**src/rtl/rv32_pkg.sv**
```systemverilog
`default_nettype none
// ============================================================================
//  Module      : rv32_pkg
//  Description : Shared RV32 constants and the fetch queue entry type.
//  Revision    : 1.0 - initial release
// ============================================================================
package rv32_pkg;

    localparam int              XLEN             = 32;
    localparam logic [XLEN-1:0] RESET_PC_DEFAULT = 32'h0000_0000;
    localparam logic [XLEN-1:0] INS_NOP          = 32'h0000_0033;

    typedef struct packed {
        logic [XLEN-1:0] pc;
        logic [XLEN-1:0] ins;
    } fetch_entry_t;

endpackage
`default_nettype wire

```
**src/rtl/fetch_fifo.sv**
```systemverilog
`default_nettype none
// ============================================================================
//  Module      : fetch_fifo
//  Description : Small synchronous FIFO with flush, occupancy count and
//                same-cycle push/pop (no empty bypass).
//  Revision    : 1.0 - initial release
// ============================================================================
module fetch_fifo #(
    parameter int DEPTH = 4,
    parameter int WIDTH = 32
) (
    input  logic                       clk,
    input  logic                       rst_n,
    input  logic                       i_flush,
    input  logic                       i_push,
    input  logic [WIDTH-1:0]           i_data,
    input  logic                       i_pop,
    output logic [WIDTH-1:0]           o_data,
    output logic [$clog2(DEPTH+1)-1:0] o_count
);

    localparam int c_AW = $clog2(DEPTH);
    localparam int c_CW = $clog2(DEPTH + 1);

    logic [WIDTH-1:0] r_mem [DEPTH];
    logic [c_AW-1:0]  r_wptr;
    logic [c_AW-1:0]  r_rptr;
    logic [c_CW-1:0]  r_count;
    logic             w_full;
    logic             w_push;
    logic             w_pop;

    assign w_full = (r_count == c_CW'(DEPTH));
    assign w_pop  = i_pop && (r_count != '0);
    // A pop frees the slot, so a push while full is legal only alongside a pop.
    assign w_push = i_push && (!w_full || w_pop);

    always_ff @(posedge clk or negedge rst_n) begin
        if (!rst_n) begin
            r_wptr  <= '0;
            r_rptr  <= '0;
            r_count <= '0;
        end else if (i_flush) begin
            r_wptr  <= '0;
            r_rptr  <= '0;
            r_count <= '0;
        end else begin
            if (w_push) r_wptr <= r_wptr + c_AW'(1);
            if (w_pop)  r_rptr <= r_rptr + c_AW'(1);
            r_count <= r_count + c_CW'(w_push) - c_CW'(w_pop);
        end
    end

    always_ff @(posedge clk or negedge rst_n) begin
        if (!rst_n) begin
            for (int i = 0; i < DEPTH; i++) r_mem[i] <= '0;
        end else if (w_push && !i_flush) begin
            r_mem[r_wptr] <= i_data;
        end
    end

    assign o_data  = r_mem[r_rptr];
    assign o_count = r_count;

    a_no_overflow: assert property (@(posedge clk) disable iff (!rst_n)
        !(i_push && w_full && !i_pop));

endmodule
`default_nettype wire

```
**src/rtl/ifetch_unit.sv**
```systemverilog
`default_nettype none
// ============================================================================
//  Module      : ifetch_unit
//  Description : RV32 instruction fetch - PC, in-order imem requests, response
//                queue to decode, redirect flush with stale-response drain.
//  Revision    : 1.0 - initial release
// ============================================================================
module ifetch_unit
    import rv32_pkg::*;
#(
    parameter logic [XLEN-1:0] RESET_PC = RESET_PC_DEFAULT,
    parameter int              QDEPTH   = 4
) (
    input  logic            clk,
    input  logic            rst_n,
    output logic            imem_req,
    output logic [XLEN-1:0] imem_addr,
    input  logic            imem_gnt,
    input  logic            imem_rvalid,
    input  logic [XLEN-1:0] imem_rdata,
    input  logic            redirect_valid,
    input  logic [XLEN-1:0] redirect_pc,
    output logic            ins_valid,
    output logic [XLEN-1:0] ins,
    output logic [XLEN-1:0] ins_pc,
    input  logic            ins_ready
);

    localparam int c_CW = $clog2(QDEPTH + 1);
    localparam int c_OW = c_CW + 1;

    localparam logic [0:0] c_ST_FETCH = 1'b0;
    localparam logic [0:0] c_ST_FLUSH = 1'b1;

    logic [0:0]      r_state;
    logic [0:0]      w_state_nxt;
    logic            r_live;
    logic [XLEN-1:0] r_pc;
    logic [c_CW-1:0] r_outst;
    logic [c_CW-1:0] r_drop_cnt;

    logic [c_CW-1:0] w_drop_nxt;
    logic [c_CW-1:0] w_q_count;
    logic [c_CW-1:0] w_sh_count;
    logic [c_OW-1:0] w_occ;
    logic [XLEN-1:0] w_sh_pc;
    logic            w_gnt;
    logic            w_pop;
    logic            w_accept;
    fetch_entry_t    w_q_in;
    fetch_entry_t    w_q_head;
    logic            w_unused;

    assign w_unused = ^redirect_pc[1:0];

    assign w_pop     = ins_valid && ins_ready;
    assign w_occ     = c_OW'(r_outst) + c_OW'(w_q_count) - c_OW'(w_pop);
    // r_live keeps the request low while reset is asserted.
    assign imem_req  = r_live && !redirect_valid && (w_occ < c_OW'(QDEPTH));
    assign imem_addr = r_pc;
    assign w_gnt     = imem_req && imem_gnt;

    assign w_accept   = imem_rvalid && !redirect_valid && (r_state == c_ST_FETCH);
    // The response landing in the redirect cycle is already discarded.
    assign w_drop_nxt = r_outst - c_CW'(imem_rvalid);

    always_comb begin
        w_state_nxt = r_state;
        if (redirect_valid) begin
            w_state_nxt = (w_drop_nxt != '0) ? c_ST_FLUSH : c_ST_FETCH;
        end else if (r_state == c_ST_FLUSH && imem_rvalid && r_drop_cnt == c_CW'(1)) begin
            w_state_nxt = c_ST_FETCH;
        end
    end

    always_ff @(posedge clk or negedge rst_n) begin
        if (!rst_n) r_state <= c_ST_FETCH;
        else        r_state <= w_state_nxt;
    end

    always_ff @(posedge clk or negedge rst_n) begin
        if (!rst_n) begin
            r_live     <= 1'b0;
            r_pc       <= {RESET_PC[XLEN-1:2], 2'b00};
            r_outst    <= '0;
            r_drop_cnt <= '0;
        end else begin
            r_live  <= 1'b1;
            r_outst <= r_outst + c_CW'(w_gnt) - c_CW'(imem_rvalid);
            if (redirect_valid) begin
                r_pc       <= {redirect_pc[XLEN-1:2], 2'b00};
                r_drop_cnt <= w_drop_nxt;
            end else begin
                if (w_gnt) r_pc <= r_pc + 32'd4;
                if (imem_rvalid && r_drop_cnt != '0) r_drop_cnt <= r_drop_cnt - c_CW'(1);
            end
        end
    end

    // Shadow queue of issued addresses; every response pops it, stale or not.
    fetch_fifo #(
        .DEPTH (QDEPTH),
        .WIDTH (XLEN)
    ) u_pc_fifo (
        .clk     (clk),
        .rst_n   (rst_n),
        .i_flush (1'b0),
        .i_push  (w_gnt),
        .i_data  (r_pc),
        .i_pop   (imem_rvalid),
        .o_data  (w_sh_pc),
        .o_count (w_sh_count)
    );

    assign w_q_in = '{pc: w_sh_pc, ins: imem_rdata};

    fetch_fifo #(
        .DEPTH ($bits(fetch_entry_t) > 0 ? QDEPTH : QDEPTH),
        .WIDTH ($bits(fetch_entry_t))
    ) u_ins_fifo (
        .clk     (clk),
        .rst_n   (rst_n),
        .i_flush (redirect_valid),
        .i_push  (w_accept),
        .i_data  (w_q_in),
        .i_pop   (w_pop),
        .o_data  (w_q_head),
        .o_count (w_q_count)
    );

    assign ins_valid = (w_q_count != '0);
    assign ins       = w_q_head.ins;
    assign ins_pc    = w_q_head.pc;

    a_rvalid_needs_outst: assert property (@(posedge clk) disable iff (!rst_n)
        !(imem_rvalid && r_outst == '0));
    a_shadow_tracks_outst: assert property (@(posedge clk) disable iff (!rst_n)
        w_sh_count == r_outst);

endmodule
`default_nettype wire

```
**config.mk**
```make
export PLATFORM = sky130hd
export DESIGN_NAME = ifetch_unit
export DESIGN_NICKNAME = d
export VERILOG_FILES = /design/src/rtl/rv32_pkg.sv /design/src/rtl/fetch_fifo.sv /design/src/rtl/ifetch_unit.sv
export SDC_FILE = /design/constraint.sdc
export NUM_CORES = 1
export LEC_CHECK = 0
export ABC_CLOCK_PERIOD_IN_PS = 9500
export BUFFER_PORTS_ARGS = -buffer_cell sky130_fd_sc_hd__buf_2
export CELL_PAD_IN_SITES_DETAIL_PLACEMENT = 0
export CELL_PAD_IN_SITES_GLOBAL_PLACEMENT = 2
export CORE_MARGIN = 2
export CORE_UTILIZATION = 48
export DETAILED_ROUTE_END_ITERATION = 12
export PLACE_DENSITY = 0.81
export SYNTH_ARGS = -nofsm -noshare
export SYNTH_HDL_FRONTEND = slang
export SYNTH_HIERARCHICAL = 1
export SYNTH_SLANG_ARGS = --single-unit
```
**constraint.sdc**
```tcl
create_clock -name clk -period 9.5 [get_ports clk]
set_clock_uncertainty 0.05 [all_clocks]
set_input_delay 1.9 -clock clk [delete_from_list [all_inputs] [get_ports clk]]
set_output_delay 1.9 -clock clk [all_outputs]
set_load 0.1 [all_outputs]
```
==> out/results.txt, run 1 <==
Worst Hold Class -> flip-flop to flip-flop
hold_sp -> u_ins_fifo/r_mem[75]
WL final -> 45200 um
Max Cap Viol -> 0
Pre-antenna DRT Iters -> 4
combinational power share -> 0.352
Mean Syn Cell Area -> 16.3 um2
FF+latch count, synth -> 436
final core occ -> 0.557
internal power -> 3.99 mW
PortBufs -> 163
critical path cell sequence -> buf_2, and2_1, ha_1, inv_1, ha_1, nand3b_1, nand2_1, nor3_1, a31oi_1, nor3b_1, buf_2
CTS Buf Count -> 48
CTS tree -> done
I/O pins -> 168
core area -> 43300 um2
CP required -> 7.55 ns
vias in the first global route -> 12400
number of vias per cell -> 5.45
hpwl dp -> 28300 um
Synth top area share -> 0.515
Place WS -> 3.31 ns
CTS sink cnt -> 436
Remaining DRCs -> 0
setup bufs post-CTS -> 0
n_diodes -> 0
pwr/cell area -> 270 nW/um2
clk_lat worst skew -> 0.58 ns
Rows -> 76
GRT Util Overall -> 0.203
Worst Slack Setup Final -> 3.66 ns
crit path launch type -> input pin
Sum Neg Setup Slack -> 0 ns
final worst-path cycle share -> 0.615
total number of yosys warnings -> 6
antenna violations before repair -> 0
CP Class -> input pin to output pin
RR Startpoint -> u_ins_fifo/o_count[1]
share of power burned in registers -> 0.359
clock-pin slew on the worst setup and hold paths -> 0.06 ns
# hold bufs at CTS -> 0
DR WL/cell -> 21.6 um
gr ovfl total -> 0
Net Switching -> 2.52 mW
Crit-path slowest cell -> buf_2
Initial Util -> 0.489
Peak Freq -> 0.171 GHz
FFs w/ async S/R, synth -> 1.00
area grow syn2layout -> 13.8%
final setup fails -> 0
filler cell count in the final layout -> 3464
post-synth cell types -> 61
Critical Path AT -> 3.89 ns
largest net degree at the start of global routing -> 150
Routed Antenna Nets -> 0
Synth Cell Area -> 21200 um2
Area contributors post-synth -> dfrtp_1 (52%), mux2_4 (19%), mux4_2 (10%)
RSZ-0062 raised after global routing -> no
time the worst path needs with I/O delays and setup -> 5.84 ns
sw frac -> 0.388
delay of the slowest critical-path stage -> 0.48 ns
RePlAce Congestion -> 0.733
Critical Path End Type -> output pin
NumNets Final -> 1565
Worst Setup SP -> ins_ready
count of pins over their slew limit -> 0
register area -> 10900 um2
number of flops mapped to enable cells by yosys -> 0
share of total power in the clock network -> 0.289
fraction of layout cells with a size suffix above 1 -> 0.507
H-tree levels -> 2
top post-synthesis cells by count -> dfrtp_1 (436), mux2_4 (270), mux2_2 (112)
worst-path maximum fanout -> 4
via count -> 11400
Pleak -> 11.2 nW
Initial DRC Count -> 589
Die X-Extent -> 214 um
Synth Instances -> 1299
die height -> 214 um
Hold Slack -> 0.435 ns
first-pass GRT wire length -> 73400 um
most common cell in the netlist -> dfrtp_1
Least-Margin Pin Slew -> 1.09 ns
register area share after synthesis -> 0.515
Max VDD drop -> 0.209 mV
Main synth FF type -> dfrtp_1
area leader, netlist -> dfrtp_1
clk buf depth -> 3
# resized after CTS -> 0
Die Area -> 45800 um2
run status -> finished, final reports clean
area of the multi-input gates -> 9740 um2
Final Hold Viols -> 0
CTS Root Cell -> clkbuf_16
Slew headroom -> 0.274
registers in the layout, summed over array words and instances (netlist names):
signal and count:
u_ins_fifo/r_mem 256, u_pc_fifo/r_mem 128, imem_addr 30, r_drop_cnt 3, r_outst 3, u_ins_fifo/o_count 3
u_pc_fifo/o_count 3, u_ins_fifo/r_rptr 2, u_ins_fifo/r_wptr 2, u_pc_fifo/r_rptr 2, u_pc_fifo/r_wptr 2, r_live 1
r_state 1
per-layer routing:
layer  GRT usage  part of all wire  vias to the layer above
li1            -                 -                     5117
met1       0.295              0.47                     6004
met2       0.317              0.46                      227
met3      0.0353             0.044                       52
met4      0.0517             0.018                        0
met5           0                 0                        -
path summary, 6_finish.rpt:
| check | to | slack, ns | cells past startpoint |
|---|---|---|---|
| worst min register to register | u_ins_fifo/r_mem[75] | 0.43 | 1 |
| max in group asynchronous | u_ins_fifo/r_mem[197] | 6.57 | 2 |
| worst min-delay path | u_ins_fifo/r_mem[75] | 0.43 | 1 |
| min in group asynchronous | u_ins_fifo/r_mem[29] | 1.29 | 1 |
| worst max register to register | u_pc_fifo/r_mem[0] | 4.56 | 15 |
| worst max-delay path | imem_req | 3.66 | 11 |
through the flow:
step	instances	cell area [um2]	power (mW)
2_1_floorplan	1312	21200	4.23
3_3_place_gp	2002	22500	4.64
3_5_place_dp	2002	22500	4.67
4_1_cts	2090	24100	6.59
5_1_grt	2090	24100	6.80
6_report	2090	24100	6.51
worst max-delay path: cells and delay by family:
kind	cells	cell delay (ns)
and+or+nand+nor	5	0.86
buffers and inverters	3	0.59
adders and majority gates	2	0.47
AOI/OAI and AO/OA	1	0.06
layout make-up:
cell class,count,share of cell area
clock buffers,75,0.0599
clock inverters,13,0.00638
inverters,31,0.00483
multi-input cells,765,0.404
flip-flops and latches,436,0.453
well taps,585,0.0304
repair buffers,185,0.0416
cell usage in the layout (no fill, tap or decap), drive strengths merged, types with 5 or more instances in the layout:
cell	count
dfrtp	436
a2111oi	5
ha	25
a21oi	6
clkinv	6
inv	34
nand3	12
o2111ai	11
and3	6
clkbuf	75
mux2i	5
mux4	96
nor2	17
conb	15
nand2	36
o21ai	21
nor4bb	8
and4	5
mux2	389
nor3	11
buf	185
nor2b	7
xnor2	15
and2	7
xor2	18
kinds of logic (layout without fill, tap and decap cells):
kind of cell    Yosys count  count (layout)  share of synthesized area
fa+ha+maj                28              28                     0.0176
xor+xnor                 33              33                     0.0136
buf+inv                 111             304                     0.0317
other cells               2              15                   0.000355
mux                     490             490                      0.359
simple gates            135             135                     0.0387
compound gates           64              64                     0.0235
flops                   436             436                      0.515
power groups by stage:
stage | registers (mW) | clock network [mW] | logic, mW
finish | 2.34 | 1.88 | 2.29
floorplan | 2.37 | 0 | 1.86
global placement | 2.36 | 0 | 2.28
CTS | 2.34 | 1.94 | 2.31
global route | 2.38 | 2.02 | 2.40
detailed placement | 2.36 | 0 | 2.31
Note: power is estimated with default switching activity, not from simulation.
==> inputs of run 2 (changes only) <==
Settings changed: ABC_AREA set to 1, ABC_CLOCK_PERIOD_IN_PS 9500 to 5000, CORE_UTILIZATION 48 to 33, PLACE_DENSITY 0.81 to 0.73.
Clock period 9.5 ns to 5 ns, I/O delays scaled along.
==> run 2 against run 1 <==
  * Non-clock buffer count is 23 higher
  * Sequential cell count stayed put
  * Power is 130% higher
  * Largest power group is now combinational logic
  * Sequential power is 100% higher
  * Highest routed layer unchanged
  * Combinational power grew to 2.9 times the previous value
  * Critical endpoint is now ins_pc[17]
  * Largest cell class unchanged
  * Final area is 5.3% higher
  * Setup slack worse by 2.9 ns
  * Critical path type is now flip-flop to output pin
==> out/results.txt, run 2 <==
run status -> finished, final reports clean
fraction of layout cells with a size suffix above 1 -> 0.121 (-0.386)
Synth Instances -> 2846 (+120%)
Main synth FF type -> dfrtp_1
Final Hold Viols -> 0 (unchanged)
register area share after synthesis -> 0.487 (-0.0280)
Pleak -> 13.4 nW (+19%)
number of vias per cell -> 5.42 (-0.56%)
worst r2r path cells -> 20 (+5)
crit path launch type -> flip-flop
RSZ-0062 raised after global routing -> no
I/O pins -> 168 (unchanged)
Pre-antenna DRT Iters -> 5 (+1)
final core occ -> 0.378 (-0.179)
number of flops mapped to enable cells by yosys -> 0 (unchanged)
RePlAce Congestion -> 0.780 (+6.5%)
clk buf depth -> 3 (unchanged)
most common cell in the netlist -> nand2_1
H-tree levels -> 2 (unchanged)
Die Area -> 70000 um2 (+53%)
final worst-path cycle share -> 0.845
count of pins over their slew limit -> 0 (unchanged)
NumNets Final -> 2975 (+90%)
Remaining DRCs -> 0 (unchanged)
# resized after CTS -> 0 (unchanged)
GRT Util Overall -> 0.222 (+0.0191)
clk_lat worst skew -> 0.60 ns (+0.02 ns)
Synth Cell Area -> 22400 um2 (+5.8%)
Least-Margin Pin Slew -> 1.09 ns (+0.00476 ns)
CP required -> 3.95 ns (-3.60 ns)
most frequent cells in the layout -> nand2_1 (989), dfrtp_1 (433), nand4_1 (390), nor2_1 (240), o21ai_0 (209)
CTS tree -> done
FFs w/ async S/R, synth -> 1.00 (unchanged)
clock-pin slew on the worst setup and hold paths -> 0.06 ns (about the same)
Post-DP Area -> 23700 um2 (+5.2%)
core area -> 67200 um2 (+55%)
crit path buf inv count -> 3 (unchanged)
PortBufs -> 163 (unchanged)
Mean Syn Cell Area -> 7.87 um2 (-52%)
CP Class -> flip-flop to output pin
time the worst path needs with I/O delays and setup -> 4.23 ns
Critical Path AT -> 3.18 ns (-0.71 ns)
Routed Antenna Nets -> 0 (unchanged)
top post-synthesis cells by count -> nand2_1 (989), dfrtp_1 (436), nand4_1 (390)
Critical Path End Type -> output pin
vias in the first global route -> 20300 (+64%)
critical path cell sequence -> clkinv_2, buf_4, o21ai_0, o22ai_1, buf_2
Peak Freq -> 0.237 GHz
WL final -> 78100 um (+73%)
CTS sink cnt -> 436 (unchanged)
Slew headroom -> 0.271 (-0.00350)
Crit-path slowest cell -> dfrtp_4
Max Cap Viol -> 0 (unchanged)
design area -> 25400 um2 (+5.3%)
FF+latch count, synth -> 436 (unchanged)
die height -> 265 um (+24%)
Initial Util -> 0.333 (-0.156)
Rows -> 95 (+25%)
via count -> 20600 (+80%)
most common cell after layout, fill and taps aside -> nand2_1
reg2reg setup slack -> 1.58 ns (-2.98 ns)
area grow syn2layout -> 13.3%
hpwl dp -> 42800 um (+52%)
Top reg by flops -> u_ins_fifo/r_mem
Die X-Extent -> 265 um (+24%)
CTS Buf Count -> 53 (+10%)
first-pass GRT wire length -> 122000 um (+67%)
gr ovfl total -> 0 (unchanged)
# hold bufs at CTS -> 0 (unchanged)
Max VDD drop -> 0.311 mV (+49%)
delay-heaviest family, CP -> buffers and inverters
max reg flops -> 256 (unchanged)
delay of the slowest critical-path stage -> 0.75 ns (+0.27 ns)
Initial DRC Count -> 1920 (+230%)
Worst Hold Class -> input pin to asynchronous set/reset pin
antenna violations before repair -> 1 (+1)
post-synth cell types -> 35 (-43%)
Sum Neg Setup Slack -> 0 ns (unchanged)
Area contributors post-synth -> dfrtp_1 (49%), nand2_1 (17%), nand4_1 (11%)
Place WS -> 1.14 ns (-2.16 ns)
RR Startpoint -> u_ins_fifo/o_count[1]
worst-path maximum fanout -> 64 (+60)
r2r endpoint -> u_pc_fifo/o_count[2]
final setup fails -> 0 (unchanged)
area leader, netlist -> dfrtp_1
Worst Slack Setup Final -> 0.774 ns (-2.89 ns)
total number of yosys warnings -> 6 (unchanged)
DR WL/cell -> 20.6 um (-4.8%)
largest net degree at the start of global routing -> 136 (-9.3%)
setup bufs post-CTS -> 0 (unchanged)
CTS Root Cell -> clkbuf_16
pwr/cell area -> 596 nW/um2 (+120%)
final total power -> 15.1 mW (+130%)
Synth top area share -> 0.487 (-0.0280)
-- run 2: through the flow --
step	instances	hold slack, ns
after floorplan	2861	0.394
final	3793	0.364
after global routing	3793	0.436
after global placement	3695	0.407
after CTS	3792	0.427
after detailed placement	3695	0.410
-- run 2: report_power, final --
group | internal, mW | leakage (nW) | switching, mW
clock network | 2.22 | 0.839 | 1.58
registers | 4.13 | 5.93 | 0.653
logic | 1.21 | 6.60 | 5.32
total | 7.56 | 13.4 | 7.56
-- run 2: cell type report --
| class | instances | area, um2 |
|---|---|---|
| Fill cell | 6912 | 41800 |
| Sequential cell | 436 | 10900 |
| Multi-Input combinational cell | 2105 | 10100 |
| Clock buffer | 81 | 1580 |
| Timing Repair Buffer | 208 | 1280 |
| Tap cell | 873 | 1090 |
| Inverter | 73 | 282 |
| Clock inverter | 16 | 120 |
| Antenna cell | 1 | 2.50 |
-- run 2: worst max path at each step --
stage | start | endpoint | slack (ns) | depth (start not counted)
after global placement | ins_ready | u_pc_fifo/o_count[2] | 1.11 | 19
after CTS | u_ins_fifo/r_rptr[0] | ins[5] | 0.78 | 5
final | u_ins_fifo/r_rptr[0] | ins_pc[17] | 0.77 | 5
after detailed placement | ins_ready | u_pc_fifo/o_count[2] | 1.14 | 19
after floorplan | u_ins_fifo/o_count[1] | imem_req | 0.28 | 11
after global routing | u_ins_fifo/r_rptr[0] | ins[9] | 0.64 | 5
-- run 2: logic make-up (layout without fill, tap and decap cells) --
kind of cell             Yosys count  in the layout  synth area share
AND/OR/NAND/NOR                 1730           1730             0.349
flip-flops                       436            436             0.487
AO/OA/AOI/OAI                    320            320            0.0779
buffers and inverters            320            378            0.0655
adder cells (fa/ha/maj)           28             28            0.0167
XOR/XNOR                          10             10           0.00391
other                              2             18          0.000335
-- run 2: per-layer routing --
layer,track usage,routed length (um)
met1,0.298,34800
met2,0.374,37600
met3,0.0283,3830
met4,0.0646,1870
met5,0,0
==> inputs of run 3 (changes only) <==
Settings changed: ABC_CLOCK_PERIOD_IN_PS 5000 to 4370, CORE_UTILIZATION 33 to 36, PLACE_DENSITY 0.73 to 0.76.
Clock period 5 ns to 4.37 ns, I/O delays scaled along.
==> run 3 against run 2 <==
  * Clock power up 11%
  * Setup slack worse by 0.23 ns
  * Sequential cell count unchanged
  * Global-route usage is 1.8 points higher
  * Critical path depth did not move
  * Hold slack got worse by 0.078 ns
  * Final cell count fell by 0.82%
  * First-iteration DRC count decreased by 15%
  * Via count grew 0.30%
==> out/results.txt, run 3 (same netlist as run 2, synthesis figures left out) <==
worst-path maximum fanout -> 48 (-25%)
setup bufs post-CTS -> 0 (unchanged)
RSZ-0062 raised after global routing -> no
Top reg by flops -> u_ins_fifo/r_mem
area grow syn2layout -> 13.3% (about the same)
Initial Util -> 0.364 (+0.0301)
gr ovfl total -> 0 (unchanged)
CTS Buf Count -> 51 (-3.8%)
CP Class -> flip-flop to output pin
Rows -> 91 (-4.2%)
number of vias per cell -> 5.49 (+1.1%)
I/O pins -> 168 (unchanged)
Critical Path End Type -> output pin
DR WL/cell -> 20.5 um (-0.64%)
Crit-path slowest cell -> dfrtp_4
GRT Util Overall -> 0.240 (+0.0183)
die height -> 253 um (-4.2%)
most common cell after layout, fill and taps aside -> nand2_1
time the worst path needs with I/O delays and setup -> 3.82 ns
critical path cell sequence -> clkinv_2, buf_12, o21ai_0, o22ai_1, buf_2
H-tree levels -> 2 (unchanged)
most frequent cells in the layout -> nand2_1 (989), dfrtp_1 (433), nand4_1 (390), nor2_1 (240), o21ai_0 (209)
CP required -> 3.45 ns (-0.50 ns)
Die Area -> 64200 um2 (-8.2%)
largest net degree at the start of global routing -> 260 (+91%)
Least-Margin Pin Slew -> 1.37 ns (+0.275 ns)
final setup fails -> 0 (unchanged)
vias in the first global route -> 20500 (+0.62%)
first-pass GRT wire length -> 120000 um (-1.5%)
Remaining DRCs -> 0 (unchanged)
clk_lat worst skew -> 0.60 ns (about the same)
Die X-Extent -> 253 um (-4.2%)
crit path launch type -> flip-flop
design area -> 25400 um2 (about the same)
Pre-antenna DRT Iters -> 5 (unchanged)
CTS tree -> done
clock-pin slew on the worst setup and hold paths -> 0.06 ns (about the same)
Max Cap Viol -> 0 (unchanged)
antenna violations before repair -> 1 (unchanged)
Place WS -> 0.591 ns (-0.554 ns)
filler cell count in the final layout -> 6350 (-8.1%)
PortBufs -> 163 (unchanged)
clk buf depth -> 3 (unchanged)
via count -> 20600 (+0.30%)
Worst Slack Setup Final -> 0.546 ns (-0.228 ns)
CTS sink cnt -> 436 (unchanged)
delay-heaviest family, CP -> buffers and inverters
Max VDD drop -> 0.360 mV (+16%)
Post-DP Area -> 23800 um2 (+0.36%)
Peak Freq -> 0.262 GHz
CTS Root Cell -> clkbuf_16
pwr/cell area -> 677 nW/um2 (+14%)
hpwl dp -> 42800 um (-0.14%)
Slew headroom -> 0.0888 (-0.182)
# hold bufs at CTS -> 0 (unchanged)
crit path buf inv count -> 3 (unchanged)
# resized after CTS -> 0 (unchanged)
Worst Hold Class -> input pin to asynchronous set/reset pin
fraction of layout cells with a size suffix above 1 -> 0.121 (-0.000207)
max reg flops -> 256 (unchanged)
Pleak -> 13.4 nW (+0.41%)
Critical Path AT -> 2.90 ns (-0.28 ns)
final worst-path cycle share -> 0.875
RePlAce Congestion -> 0.769 (-1.4%)
core area -> 61600 um2 (-8.3%)
Initial DRC Count -> 1626 (-15%)
count of pins over their slew limit -> 0 (unchanged)
delay of the slowest critical-path stage -> 0.64 ns (-0.11 ns)
NumNets Final -> 2984 (+0.30%)
Final Hold Viols -> 0 (unchanged)
WL final -> 77000 um (-1.4%)
Routed Antenna Nets -> 0 (unchanged)
run status -> finished, final reports clean
Sum Neg Setup Slack -> 0 ns (unchanged)
==> run 3: cell count changes in the layout (fill, tap and decap cells not counted), sizes merged <==
cell | before | now
buf | 208 | 219
clkinvlp | 3 | 0
clkinv | 12 | 9
==> run 3: layout make-up <==
type,count,area [um2],share of cell area
flip-flops and latches,436,10900,0.430
multi-input cells,2105,10100,0.398
clock buffers,81,1540,0.0606
repair buffers,219,1410,0.0555
well taps,837,1050,0.0413
inverters,73,280,0.0110
clock inverters,10,78.8,0.00311
diodes,1,2.50,0.0000986
==> run 3: worst paths after layout <==
check / depth (start not counted) / slack, ns / startpoint / end
worst max-delay path: 5 / 0.55 / u_ins_fifo/r_rptr[0] / ins_pc[27]
worst min-delay path: 1 / 0.29 / rst_n / u_ins_fifo/r_mem[9]
worst max register to register: 20 / 0.88 / u_ins_fifo/o_count[1] / u_pc_fifo/o_count[2]
worst min register to register: 2 / 0.42 / u_pc_fifo/r_mem[60] / u_pc_fifo/r_mem[60]
max in group asynchronous: 2 / 2.85 / rst_n / u_ins_fifo/r_mem[174]
min in group clk: 2 / 0.42 / u_pc_fifo/r_mem[60] / u_pc_fifo/r_mem[60]
==> run 3: stage by stage <==
stage / util / std cells / hold WS (ns) / total power [mW]
final: 0.412 / 3762 / 0.286 / 17.2
after floorplan: - / 2861 / 0.394 / 11.1
after global placement: 0.386 / 3670 / 0.406 / 13.0
after CTS: 0.412 / 3761 / 0.311 / 17.3
after global routing: 0.412 / 3762 / 0.352 / 18.1
after detailed placement: 0.386 / 3670 / 0.411 / 13.0
==> run 3: report_power, final <==
group | total (mW) | switching (mW) | internal, mW
Clock | 4.20 | 1.75 | 2.45
Sequential | 5.39 | 0.659 | 4.73
Combinational | 7.58 | 6.17 | 1.41
==> run 3: per-layer routing <==
metal / vias to the layer above / part of all wire / wire (um) / global-route usage
met1: 10300 / 0.44 / 34000 / 0.322
met5: - / 0 / 0 / 0
li1: 9700 / - / - / -
met3: 98 / 0.052 / 3970 / 0.0296
met4: 0 / 0.025 / 1910 / 0.0705
met2: 588 / 0.48 / 37100 / 0.405
